===== config.mk =====
export PLATFORM = sky130hd
export DESIGN_NAME = ltl_report_collector
export DESIGN_NICKNAME = d
export VERILOG_FILES = /design/src/rtl/ltl_report_collector.sv
export SDC_FILE = /design/constraint.sdc
export NUM_CORES = 1
export LEC_CHECK = 0
export ABC_AREA = 1
export BUFFER_PORTS_ARGS = -buffer_cell sky130_fd_sc_hd__buf_4
export CAP_MARGIN = 40
export CORE_MARGIN = 8
export CORE_UTILIZATION = 40
export CTS_BUF_LIST = sky130_fd_sc_hd__clkbuf_4 sky130_fd_sc_hd__clkbuf_8 sky130_fd_sc_hd__clkbuf_16
export CTS_CLUSTER_DIAMETER = 30
export CTS_CLUSTER_SIZE = 24
export DETAILED_ROUTE_END_ITERATION = 7
export PLACE_DENSITY = 0.64
export SLEW_MARGIN = 10
export SYNTH_ARGS = -nofsm -noshare
export SYNTH_HDL_FRONTEND = slang
export SYNTH_SLANG_ARGS = --single-unit

===== constraint.sdc =====
create_clock -name clk -period 9.2 [get_ports clk]
set_input_delay 1.84 -clock clk [delete_from_list [all_inputs] [get_ports clk]]
set_output_delay 1.84 -clock clk [all_outputs]
set_load 0.03 [all_outputs]

===== src/rtl/ltl_report_collector.sv =====
// Report collector for an Automata_ltl cluster: timestamps report vectors with the
// symbol index and buffers them in a small FIFO drained over valid/ready.
module ltl_report_collector #(
  parameter int N_REPORTS = 4,
  parameter int IDX_W     = 16,
  parameter int DEPTH     = 8,
  parameter int DROP_W    = 8
) (
  input  logic                     clk,
  input  logic                     reset,
  input  logic                     run,
  input  logic                     clear,
  input  logic [N_REPORTS-1:0]     report_vec,
  output logic                     rpt_valid,
  input  logic                     rpt_ready,
  output logic [IDX_W-1:0]         rpt_idx,
  output logic [N_REPORTS-1:0]     rpt_bits,
  output logic [IDX_W-1:0]         sym_idx,
  output logic [$clog2(DEPTH):0]   occupancy,
  output logic                     overflow,
  output logic [DROP_W-1:0]        drop_cnt
);

  localparam int AW = $clog2(DEPTH);

  logic [AW:0]          wr_ptr;
  logic [AW:0]          rd_ptr;
  logic [IDX_W-1:0]     idx_mem  [DEPTH];
  logic [N_REPORTS-1:0] bits_mem [DEPTH];

  logic empty;
  logic full;
  logic push_req;
  logic pop;
  logic do_push;
  logic drop;

  // Pointers carry one extra wrap bit so full and empty can be told apart.
  assign empty    = (wr_ptr == rd_ptr);
  assign full     = (wr_ptr[AW] != rd_ptr[AW]) && (wr_ptr[AW-1:0] == rd_ptr[AW-1:0]);
  assign push_req = run & (|report_vec);
  assign pop      = ~empty & rpt_ready;
  assign do_push  = push_req & (~full | pop);
  assign drop     = push_req & full & ~pop;

  assign rpt_valid = ~empty;
  assign rpt_idx   = idx_mem[rd_ptr[AW-1:0]];
  assign rpt_bits  = bits_mem[rd_ptr[AW-1:0]];
  assign occupancy = wr_ptr - rd_ptr;

  always_ff @(posedge clk or posedge reset) begin
    if (reset) begin
      wr_ptr <= '0;
      rd_ptr <= '0;
    end else if (clear) begin
      wr_ptr <= '0;
      rd_ptr <= '0;
    end else begin
      if (do_push) wr_ptr <= wr_ptr + 1'b1;
      if (pop)     rd_ptr <= rd_ptr + 1'b1;
    end
  end

  // Storage is reset so the head outputs read zero out of reset.
  always_ff @(posedge clk or posedge reset) begin
    if (reset) begin
      idx_mem  <= '{default: '0};
      bits_mem <= '{default: '0};
    end else if (do_push && !clear) begin
      idx_mem[wr_ptr[AW-1:0]]  <= sym_idx;
      bits_mem[wr_ptr[AW-1:0]] <= report_vec;
    end
  end

  always_ff @(posedge clk or posedge reset) begin
    if (reset) begin
      sym_idx <= '0;
    end else if (clear) begin
      sym_idx <= '0;
    end else if (run) begin
      sym_idx <= sym_idx + 1'b1;
    end
  end

  always_ff @(posedge clk or posedge reset) begin
    if (reset) begin
      overflow <= 1'b0;
      drop_cnt <= '0;
    end else if (clear) begin
      overflow <= 1'b0;
      drop_cnt <= '0;
    end else if (drop) begin
      overflow <= 1'b1;
      if (drop_cnt != '1) drop_cnt <= drop_cnt + 1'b1;
    end
  end

endmodule


* Word level (Yosys, flattened, before mapping) *
Cells that the tools add are included.

word-level totals
  register bits = 193
  output and inout port bits = 50
  logic and storage cells = 78

operators by class
  add/sub/neg operators = 5
  $lt $le $gt $ge = 3
  equality and inequality tests = 4
  multiplexer cells = 23
  bitwise logic cells = 11
  reduce and logical (&&, ||, !) cells = 11

operators by type and width
  cell                                                        count
  bitwise mux 128 bit                                         1
  two-way mux 16 bit                                          5
  binary-select mux 16 bit (select 3 bit)                     1
  demux 16 bit (select 3 bit)                                 1
  bitwise mux 32 bit                                          1
  two-way mux 4 bit                                           7
  two-way mux 8 bit                                           3
  adder 16 x 1 -> 16 bit, second input constant               1
  binary-select mux 4 bit (select 3 bit)                      1
  demux 4 bit (select 3 bit)                                  1
  nonzero test 2 bit                                          5
  adder 4 x 1 -> 4 bit, second input constant                 2
  adder 8 x 1 -> 8 bit, second input constant                 1
  >= comparator 4 bit, second input constant                  2
  inequality test 8 bit, second input constant                1
  inverter 3 -> 4 bit                                         2
  bitwise AND 1 bit                                           5
  == test 4 bit                                               1
  less-than comparator 4 x 1 -> 1 bit, second input constant  1
  OR reduction 4 bit                                          1
  subtractor 4 bit                                            1
  == test 3 bit                                               1
  logical AND 1 bit                                           3
  inverter 1 bit                                              3
  other kinds (5)                                             6

* Longest topological paths before layout *
Gate-level depths: netlist of run 1.

  depth after elaboration = 7
  gate-level depth with buffers = 13

* Worst setup path before layout of run 1 *
OpenSTA, ideal clock, no wires.

  path kind = register to output
  from = register rd_ptr[2]
  to = output occupancy[3]
  data arrival time = 1807 ps
  data required time = 7360 ps
  slack = 5553 ps
  stages on the path, launching flop included = 7
  path buffers = 1
  cells stage by stage = dfrtp_1 > inv_1 > clkbuf_1 > ha_1 > a21oi_1 > o21ai_0 > xor2_1

between the ends
  cells in the longest elaborated chain, start to end = 1

RTL lines
  item                    line  source
  from (decl)             27    logic [AW:0] rd_ptr;
  from (signal assigned)  60    if (pop) rd_ptr <= rd_ptr + 1'b1;
  subtractor 4 bit        49    assign occupancy = wr_ptr - rd_ptr;
  to (decl)               19    output logic [$clog2(DEPTH):0] occupancy,

No other way between the ends.

* Worst setup path in the final report of run 1 *
  from = register rd_ptr[1]
  to = output occupancy[3]

The elaborated chain is that of the path after synthesis.

==> results.md, run 1 <==
- Routed Antenna Nets: 0
- Post-route DRC: 0
- Max Cap Viol: 0
- N_diodes: 0
- H-Tree Depth: 4
- Setup TNS: 0 ns
- Post-synthesis mux area share: 0%
- Setup CP Type: reg2out
- Dpl cell area: 10400 sq um
- Cells on worst reg2reg path: 11
- Crit path time final: 4.40 ns
- Slew @ Worst Pin: 0.921 ns
- Register clock-pin slew on the reported worst setup and hold paths: 0.06 ns
- Pleak: 5.98 nW
- Most numerous cell in the Yosys netlist: nand2_1
- Initial Util: 40.8%
- Slowest CP cell: buf_4
- Setup bufs post-CTS: 0
- Hold depth: 2
- Clock network power share: 36.6%
- CP peak stage delay: 0.46 ns
- Final setup margin: 4.80 ns
- Layout cell share with drive strength beyond 1: 9.06%
- Area leader, netlist: dfrtp_1
- Worst skew pair latency: 0.44 ns
- DP Worst Slack: 4.77 ns
- Detailed Place HPWL: 17400 um
- Reg-to-reg setup timing slack: 5.30 ns
- Via count: 8953
- Hold path endpoint: idx_mem[19]
- Hold path start: idx_mem[19]
- Worst relative slew slack: 38.6%
- Maximum root-to-sink buffer count: 2
- Yosys reg bits: 193
- Total CTS buffers: 17
- Peak VDD IR: 0.151 mV
- Mapped cell area: 10300 sq um
- Hold Path Class: reg2reg
- Crit path arrival time: 2.56 ns
- Synthesized Nets: 1345
- Critical path, cell by cell: inv_1, buf_4, ha_1, nand2_1, o21ai_0, xor2_1, buf_4
- Sequential Power Share: 41.0%
- Fmax: 227 MHz
- Vias per cell: 5.37
- Number of enable flip-flop cells after synthesis: 0
- Layout Nets: 1342
- Pwr dens: 201 nW/um^2
- Hold_buf cts: 0
- Most frequent cells after synthesis: 490 x nand2_1, 193 x dfrtp_1, 185 x nand3_1
- GRT Util Overall: 18.7%
- Util after Layout: 43.9%
- Switch share: 31.5%
- Final period utilization: 47.8%
- Row count: 58
- First-pass GRT wire length: 47000 um
- Remaining Overflow, GRT: 0
- R2r endpoint: idx_mem[91]
- Adder-cell share of the synthesized area: 1.04%
- Top cell by count, worst path: buf_4
- Critical-path maximum fanout: 31
- Xor/xnor share of the synthesized area: 0.425%
- Async set-reset flop share out of synthesis: 100%
- Synthesized area per cell: 7.75 sq um
- Primary FF master, synth: dfrtp_1
- Crit path launch type: flip-flop
- Post-cts sizing count: 0
- Simple-gate share of the synthesized area: 32.9%
- Post-Synthesis Cells: 1328
- Critical path data required time: 7.36 ns
- Status: completed
- Area Growth Syn to Fin: 7.56%
- Sequential-to-total area share from yosys stat: 46.9%
- Compound-Gate Fraction of Synth Area: 7.59%
- Fin area: 11100 sq um
- Endpoints failing setup: 0
- Endpoint type of the worst setup path: output pin
- Largest net degree at the start of global routing: 106
- Initial antenna violation count: 0
- Dominant cells by area after synthesis: dfrtp_1 47%, nand2_1 18%, nand3_1 9.0%
- Final GP Congestion: 0.838
- Num ports: 59
- TritonRoute pass-1 iters: 5
- RSZ-0062 raised after global routing: false
- Total core area: 25300 sq um
- I/O Buffers: 58
- Yosys top cell area share: 46.9%
- Synth cell types: 29
- CTS tree: built
- Fill cells: 2571
- Logic gate share of total power: 22.3%
- CTS Sinks: 193
- Routed len/inst: 17.3 um
- Final wirelength: 28800 um
- DRT iter0 DRCs: 809
- Die ar.: 31100 sq um
- Max Transition Viols Final: 0
- Die width: 176 um
- Max Clock Skew: 0.00923 ns
- Net switching power: 701 uW
- Pint: 1.53 mW
- Die height: 176 um
- Clock tree root buffer cell: clkbuf_16
- Hold Violations, Final: 0
- RR Startpoint: rd_ptr[0]
- Largest family of logic cells by synthesized area: simple AND/OR/NAND/NOR gates
- Yosys warnings: 0
- Vias in the first global route: 8430
==> logic make-up after synthesis <==
kind of cell,after synthesis
buffers and inverters,152
DFF,193
and+or+nand+nor,826
adders and majority gates,8
AOI/OAI and AO/OA,144
xor gates and xnor gates,5
==> how the worst max path moves through the flow <==
stage | from | endpoint
2_1_floorplan | reset | bits_mem[0]
3_3_place_gp | run | bits_mem[19]
3_5_place_dp | run | bits_mem[19]
4_1_cts | rd_ptr[1] | occupancy[3]
5_1_grt | rd_ptr[0] | rpt_idx[11]
6_report | rd_ptr[1] | occupancy[3]
==> worst max-delay path, delay by kind of cell, from the launching register on <==
family	cells	cell delay [ns]
buf+inv	3	0.98
simple gates	1	0.09
compound gates	1	0.11
fa+ha+maj	1	0.31
xor+xnor	1	0.25
flops	1	0.38
==> power groups by stage <==
stage	logic [mW]	registers, mW	clock network (mW)
floorplan	0.349	0.922	0
global placement	0.492	0.928	0
detailed placement	0.497	0.928	0
CTS	0.499	0.913	0.827
global route	0.545	0.918	0.858
finish	0.498	0.914	0.816
==> per-stage QoR <==
step | total power, mW | instances | hold slack, ns
4_1_cts | 2.24 | 1665 | 0.469
3_3_place_gp | 1.42 | 1630 | 0.448
6_report | 2.23 | 1666 | 0.465
2_1_floorplan | 1.27 | 1328 | 0.437
3_5_place_dp | 1.43 | 1635 | 0.453
5_1_grt | 2.32 | 1666 | 0.480
==> final cells by class <==
class / count / area [sq um] / area share [%]
multi-input combinational: 983 / 4330 / 39.1
inverter: 49 / 191 / 1.73
clock buffer: 19 / 447 / 4.03
timing repair buffer: 81 / 678 / 6.12
clock inverter: 11 / 188 / 1.69
sequential: 193 / 4830 / 43.6
tap: 330 / 413 / 3.73
==> state kept, by name, summed over array words and instances (netlist names) <==
name      count
drop_cnt      8
sym_idx      16
idx_mem     128
wr_ptr        4
overflow      1
bits_mem     32
rd_ptr        4
==> routing by layer <==
layer / share of wire, % / GRT usage (%) / up-vias
met5: 0 / 0 / -
met4: 2.1 / 5.78 / 0
met3: 6.4 / 3.67 / 48
met2: 45 / 29.2 / 321
met1: 46 / 25.8 / 4321
li1: - / - / 4263
==> placed cells by master, fill, tap and decap left out, types with 7 or more instances in the layout <==
cell / count
nor3_1: 7
o22ai_1: 40
a21oi_1: 7
inv_1: 47
ha_1: 7
nand4_1: 7
buf_4: 75
nand3_1: 185
nor2_1: 131
dfrtp_1: 192
o21ai_0: 93
nand2_1: 490
clkbuf_16: 17
Power figures use the tool's default switching activity.
==> run 2, diff against run 1 <==
- PLACE_DENSITY: 0.64 -> 0.66
- clock period: 9.2 -> 3.65 ns (I/O delays scaled with it)
==> results.md, run 2 (same netlist as run 1, synthesis figures left out) <==
- Die width: 176 um (unchanged)
- Largest registers: idx_mem (128), bits_mem (32), sym_idx (16)
- Setup TNS: 0 ns (unchanged)
- Final period utilization: 85.4%
- Bufs and invs on worst path: 2 (-1)
- I/O Buffers: 58 (unchanged)
- Layout Nets: 1355 (+0.97%)
- Post-route insts no fill: 1681 (+0.90%)
- DRT iter0 DRCs: 616 (-24%)
- Total CTS buffers: 17 (unchanged)
- Vias in the first global route: 8687 (+3.0%)
- Total core area: 25300 sq um (unchanged)
- Pwr dens: 494 nW/um^2 (+150%)
- Critical path's top delay family: buffers and inverters
- Largest net degree at the start of global routing: 81 (-24%)
- Clock tree root buffer cell: clkbuf_16
- Row count: 58 (unchanged)
- H-Tree Depth: 4 (unchanged)
- Final wirelength: 29100 um (+1.2%)
- Post-cts sizing count: 0 (unchanged)
- Critical-path maximum fanout: 80 (+160%)
- Remaining Overflow, GRT: 0 (unchanged)
- Worst relative slew slack: 43.1% (+4.5 points)
- Placed cells: 1649 (+0.86%)
- Detailed Place HPWL: 18300 um (+5.4%)
- Vias per cell: 5.33 (-0.75%)
- Slowest CP cell: buf_4
- N_diodes: 0 (unchanged)
- Peak VDD IR: 0.379 mV (+150%)
- CP peak stage delay: 0.68 ns (+0.22 ns)
- First-pass GRT wire length: 47200 um (+0.60%)
- Routed Antenna Nets: 0 (unchanged)
- Area Growth Syn to Fin: 8.51%
- Setup bufs post-CTS: 0 (unchanged)
- RSZ-0062 raised after global routing: false
- Final GP Congestion: 0.844 (+0.74%)
- Max FFs per register: 128 (unchanged)
- CTS tree: built
- Routed len/inst: 17.3 um (+0.33%)
- Biggest register: idx_mem
- GRT Util Overall: 19.0% (+0.26 points)
- Endpoint type of the worst setup path: output pin
- TritonRoute pass-1 iters: 5 (unchanged)
- Critical path data required time: 2.92 ns (-4.44 ns)
- Slew @ Worst Pin: 0.854 ns (-0.0676 ns)
- Max Transition Viols Final: 0 (unchanged)
- Max Clock Skew: 0.0148 ns (+0.00562 ns)
- Hold_buf cts: 0 (unchanged)
- Cells on worst reg2reg path: 11 (unchanged)
- Logic depth of the worst path, buffers included: 6 (-1)
- Util after Layout: 44.2% (+0.39 points)
- Most frequent cells in the layout: 490 x nand2_1, 192 x dfrtp_1, 185 x nand3_1, 131 x nor2_1, 93 x o21ai_0
- Maximum root-to-sink buffer count: 2 (unchanged)
- Critical path, cell by cell: buf_4, o21ai_0, o22ai_1, nand2_1, nand2_1, buf_4
- Register clock-pin slew on the reported worst setup and hold paths: 0.07 ns (about the same)
- Status: completed
- Max Cap Viol: 0 (unchanged)
- Crit path arrival time: 2.39 ns (-0.17 ns)
- Crit path time final: 3.12 ns
- Via count: 8966 (+0.15%)
- Num ports: 59 (unchanged)
- Initial Util: 40.8% (unchanged)
- CTS Sinks: 193 (unchanged)
- Crit path launch type: flip-flop
- Post-route DRC: 0 (unchanged)
- Die height: 176 um (unchanged)
- Hold Violations, Final: 0 (unchanged)
- Worst skew pair latency: 0.44 ns (about the same)
- Fill cells: 2536 (-1.4%)
- Initial antenna violation count: 0 (unchanged)
- Layout cell share with drive strength beyond 1: 10.1% (+1.0 points)
- Pleak: 6.05 nW (+1.1%)
- Hold Path Class: in2async
- Die ar.: 31100 sq um (unchanged)
- Endpoints failing setup: 0 (unchanged)
- Fmax: 321 MHz
- Most common cell after layout, fill and taps aside: nand2_1
- Setup CP Type: reg2out
## run 2: changes by cell type in the layout (fill, tap and decap cells not counted), moves of 2 or more
cell,delta
buf_12,+4
clkbuf_4,+3
bufinv_16,-2
buf_4,+10
## run 2: per-stage QoR
step | power [mW] | hold slack [ns] | area [sq um] | setup slack (ns)
finish | 5.52 | 0.217 | 11200 | 0.534
global route | 5.76 | 0.220 | 11200 | 0.392
CTS | 5.53 | 0.216 | 11200 | 0.556
detailed placement | 3.59 | 0.453 | 10600 | 0.942
global placement | 3.57 | 0.448 | 10500 | 0.835
floorplan | 3.20 | 0.437 | 10300 | 0.430
## run 2: cell type report
cell class              count  area [sq um]  share of cell area, %
multi-input cells         983          4330                   38.7
clock inverters             9           129                   1.15
clock buffers              23           483                   4.32
well taps                 330           413                   3.70
inverters                  49           188                   1.68
flip-flops and latches    193          4830                   43.2
repair buffers             94           802                   7.18
## run 2: per-layer routing
layer | up-vias | GRT usage, % | part of all wire [%] | wire length, um
met5 | - | 0 | 0 | 0
met1 | 4317 | 26.2 | 45 | 13200
li1 | 4291 | - | - | -
met2 | 329 | 30.6 | 47 | 13600
met4 | 0 | 4.66 | 1.2 | 338
met3 | 29 | 3.16 | 7.0 | 2040
## run 2: final timing paths
check	start	to	slack, ns
hold reg to reg	idx_mem[97]	idx_mem[97]	0.47
setup reg to reg	wr_ptr[0]	bits_mem[26]	0.86
min in group clk	idx_mem[97]	idx_mem[97]	0.47
hold / removal	reset	bits_mem[24]	0.22
max in group asynchronous	reset	idx_mem[52]	2.68
setup / recovery	rd_ptr[0]	rpt_idx[3]	0.53
## run 2: power breakdown
part,switching (mW),internal (mW)
clock network,0.815,1.14
registers,0.0648,2.24
logic,0.871,0.390
total,1.75,3.77
## run 2: worst register-to-register path, stage by stage (launching register included)
cell and delay [ns]:
dfrtp_1 0.47, inv_1 0.18, ha_1 0.33, inv_1 0.08, nor2_1 0.07, nand3_1 0.13
nand2_2 0.09, nor2_4 0.43, nand2_1 0.43, buf_4 0.35, nand2_1 0.08, nand2_1 0.05
==> run 3, diff against run 2 <==
- ABC_AREA: 1 -> not set
- CAP_MARGIN: 40 -> 30
- CTS_BUF_LIST: sky130_fd_sc_hd__clkbuf_4 sky130_fd_sc_hd__clkbuf_8 sky130_fd_sc_hd__clkbuf_16 -> sky130_fd_sc_hd__clkbuf_2 sky130_fd_sc_hd__clkbuf_4 sky130_fd_sc_hd__clkbuf_8
- PLACE_DENSITY: 0.66 -> 0.67
==> results.md, run 3 <==
- Num ports: 59 (unchanged)
- Yosys warnings: 0 (unchanged)
- Crit path arrival time: 2.22 ns (-0.17 ns)
- Biggest register: idx_mem
- Primary FF master, synth: dfrtp_1
- Setup bufs post-CTS: 0 (unchanged)
- I/O Buffers: 58 (unchanged)
- Endpoint type of the worst setup path: output pin
- Final Power: 4.58 mW (-17%)
- Largest registers: idx_mem (128), bits_mem (32), sym_idx (16)
- Total CTS buffers: 17 (unchanged)
- Max Clock Skew: 0.0126 ns (-0.00228 ns)
- Number of enable flip-flop cells after synthesis: 0 (unchanged)
- Die width: 168 um (-4.7%)
- Initial Util: 40.8% (about the same)
- H-Tree Depth: 4 (unchanged)
- Vias per cell: 5.43 (+1.8%)
- Clock tree root buffer cell: clkbuf_8
- Routed len/inst: 19.7 um (+14%)
- Max FFs per register: 128 (unchanged)
- Post-route DRC: 0 (unchanged)
- Setup TNS: 0 ns (unchanged)
- CP peak stage delay: 0.57 ns (-0.11 ns)
- GRT Util Overall: 14.5% (-4.4 points)
- Pwr dens: 444 nW/um^2 (-10%)
- Area Growth Syn to Fin: 11.5%
- Worst skew pair latency: 0.47 ns (+0.03 ns)
- Yosys top cell area share: 52.2% (+5.3 points)
- Critical path, cell by cell: buf_4, mux4_2, nand2_1, nand2_1, buf_4
- Sequential-to-total area share from yosys stat: 52.2% (+5.3 points)
- Largest net degree at the start of global routing: 93 (+15%)
- Die height: 168 um (-4.7%)
- Worst relative slew slack: 52.7% (+9.6 points)
- First-pass GRT wire length: 32000 um (-32%)
- DRT iter0 DRCs: 283 (-54%)
- Hold Path Class: in2async
- TritonRoute pass-1 iters: 4 (-1)
- Routed Antenna Nets: 0 (unchanged)
- Hold_buf cts: 0 (unchanged)
- Cells on worst reg2reg path: 5 (-6)
- Pleak: 4.96 nW (-18%)
- R2r endpoint: idx_mem[76]
- Row count: 55 (-5.2%)
- Critical path's top delay family: buffers and inverters
- Post-Synthesis Cells: 668 (-50%)
- Peak VDD IR: 0.210 mV (-45%)
- Critical path data required time: 2.92 ns (about the same)
- Async set-reset flop share out of synthesis: 100% (unchanged)
- Yosys reg bits: 193 (unchanged)
- Placed cells: 971 (-41%)
- Hold Violations, Final: 0 (unchanged)
- Area leader, netlist: dfrtp_1
- Initial antenna violation count: 0 (unchanged)
- Remaining Overflow, GRT: 0 (unchanged)
- Register clock-pin slew on the reported worst setup and hold paths: 0.10 ns (+0.03 ns)
- Synthesized area per cell: 13.9 sq um (+79%)
- Bufs and invs on worst path: 2 (unchanged)
- Maximum root-to-sink buffer count: 2 (unchanged)
- Mapped cell area: 9260 sq um (-10%)
- Post-route insts no fill: 1003 (-40%)
- Most frequent cells in the layout: 191 x dfrtp_1, 130 x mux2_2, 68 x buf_4, 67 x nand2_1, 40 x mux4_2
- Crit path launch type: flip-flop
- Detailed Place HPWL: 11900 um (-35%)
- Fill cells: 2056 (-19%)
- Vias in the first global route: 5586 (-36%)
- Most frequent cells after synthesis: 193 x dfrtp_1, 130 x mux2_2, 67 x nand2_1
- Synthesized Nets: 685 (-49%)
- Fmax: 339 MHz (+5.5%)
- Final period utilization: 80.9% (-4.4 points)
- Dominant cells by area after synthesis: dfrtp_1 52%, mux2_2 16%, mux4_2 9.7%
- CTS tree: built
- Die ar.: 28300 sq um (-9.2%)
- Most common cell after layout, fill and taps aside: dfrtp_1
- RSZ-0062 raised after global routing: false
- Critical-path maximum fanout: 44 (-45%)
- RR Startpoint: wr_ptr[2]
- Post-cts sizing count: 0 (unchanged)
- Final GP Congestion: 0.756 (-10%)
- Max Cap Viol: 0 (unchanged)
- Synth cell types: 48 (+66%)
- Final wirelength: 19800 um (-32%)
- Reg-to-reg setup timing slack: 0.90 ns (+0.04 ns)
- Via count: 5447 (-39%)
- Max Transition Viols Final: 0 (unchanged)
- Crit path time final: 2.95 ns (-0.162 ns)
- Layout cell share with drive strength beyond 1: 43.5% (+33 points)
- Status: completed
- Layout Nets: 722 (-47%)
- Slowest CP cell: buf_4
- N_diodes: 0 (unchanged)
- Slew @ Worst Pin: 0.709 ns (-0.145 ns)
- Most numerous cell in the Yosys netlist: dfrtp_1
- Setup CP Type: reg2out
- Endpoints failing setup: 0 (unchanged)
- CTS Sinks: 193 (unchanged)
- Total core area: 22700 sq um (-10%)
-- run 3: cell types whose count changed after synthesis, sizes merged, moves of 40 or more --
cell	before	now
nand2	493	70
nand3	185	13
mux2	0	162
nor2	133	28
o21ai	93	3
clkbuf	67	25
mux4	0	40
o22ai	40	0
-- run 3: worst reg2reg max path, delay by kind of cell, from the launching register on --
kind | cells | cell delay (ns)
simple gates | 2 | 0.76
flops | 1 | 0.50
mux | 1 | 0.49
compound gates | 1 | 0.47
fa+ha+maj | 1 | 0.41
-- run 3: area by class of cell --
| class | count | area (sq um) | share of cell area [%] |
|---|---|---|---|
| clock inverters | 14 | 189 | 1.83 |
| well taps | 285 | 357 | 3.46 |
| repair buffers | 71 | 571 | 5.53 |
| inverters | 13 | 52.6 | 0.509 |
| clock buffers | 18 | 241 | 2.34 |
| flip-flops and latches | 193 | 4830 | 46.8 |
| multi-input cells | 409 | 4080 | 39.5 |
-- run 3: worst max-delay path by stage --
stage / to / slack (ns) / depth (start not counted) / startpoint
finish: rpt_idx[6] / 0.70 / 5 / rd_ptr[1]
global route: rpt_idx[1] / 0.59 / 5 / rd_ptr[0]
CTS: rpt_idx[6] / 0.66 / 5 / rd_ptr[1]
detailed placement: idx_mem[116] / 0.89 / 6 / report_vec[0]
global placement: idx_mem[125] / 0.91 / 6 / report_vec[0]
floorplan: bits_mem[0] / 0.43 / 1 / reset
-- run 3: power breakdown --
part / internal [mW] / switching, mW / total [mW]
Combinational: 0.343 / 0.434 / 0.777
Sequential: 2.23 / 0.0590 / 2.29
Clock: 0.753 / 0.765 / 1.52
Total: 3.33 / 1.26 / 4.58
-- run 3: kinds of logic after synthesis --
kind of cell | after synthesis | share of synthesized area [%]
adders and majority gates | 8 | 1.16
DFF | 193 | 52.2
AOI/OAI and AO/OA | 31 | 2.62
and+or+nand+nor | 145 | 7.42
xor gates and xnor gates | 19 | 2.00
muxes | 206 | 30.8
buffers and inverters | 66 | 3.80
-- run 3: per-layer routing --
metal	global-route usage [%]	vias to the layer above	share of wire, %
li1	-	2460	-
met1	19.8	2879	48
met2	22.7	90	47
met3	3.44	18	3.8
met4	4.46	0	1.4
met5	0	-	0
-- run 3: stage by stage --
step / setup WS [ns] / cell area [sq um] / hold WS (ns) / utilization, %
5_1_grt: 0.586 / 10300 / 0.270 / 45.4
3_5_place_dp: 0.888 / 9890 / 0.478 / 43.5
2_1_floorplan: 0.430 / 9260 / 0.459 / -
3_3_place_gp: 0.910 / 9890 / 0.472 / 43.5
6_report: 0.696 / 10300 / 0.277 / 45.4
4_1_cts: 0.661 / 10300 / 0.261 / 45.4
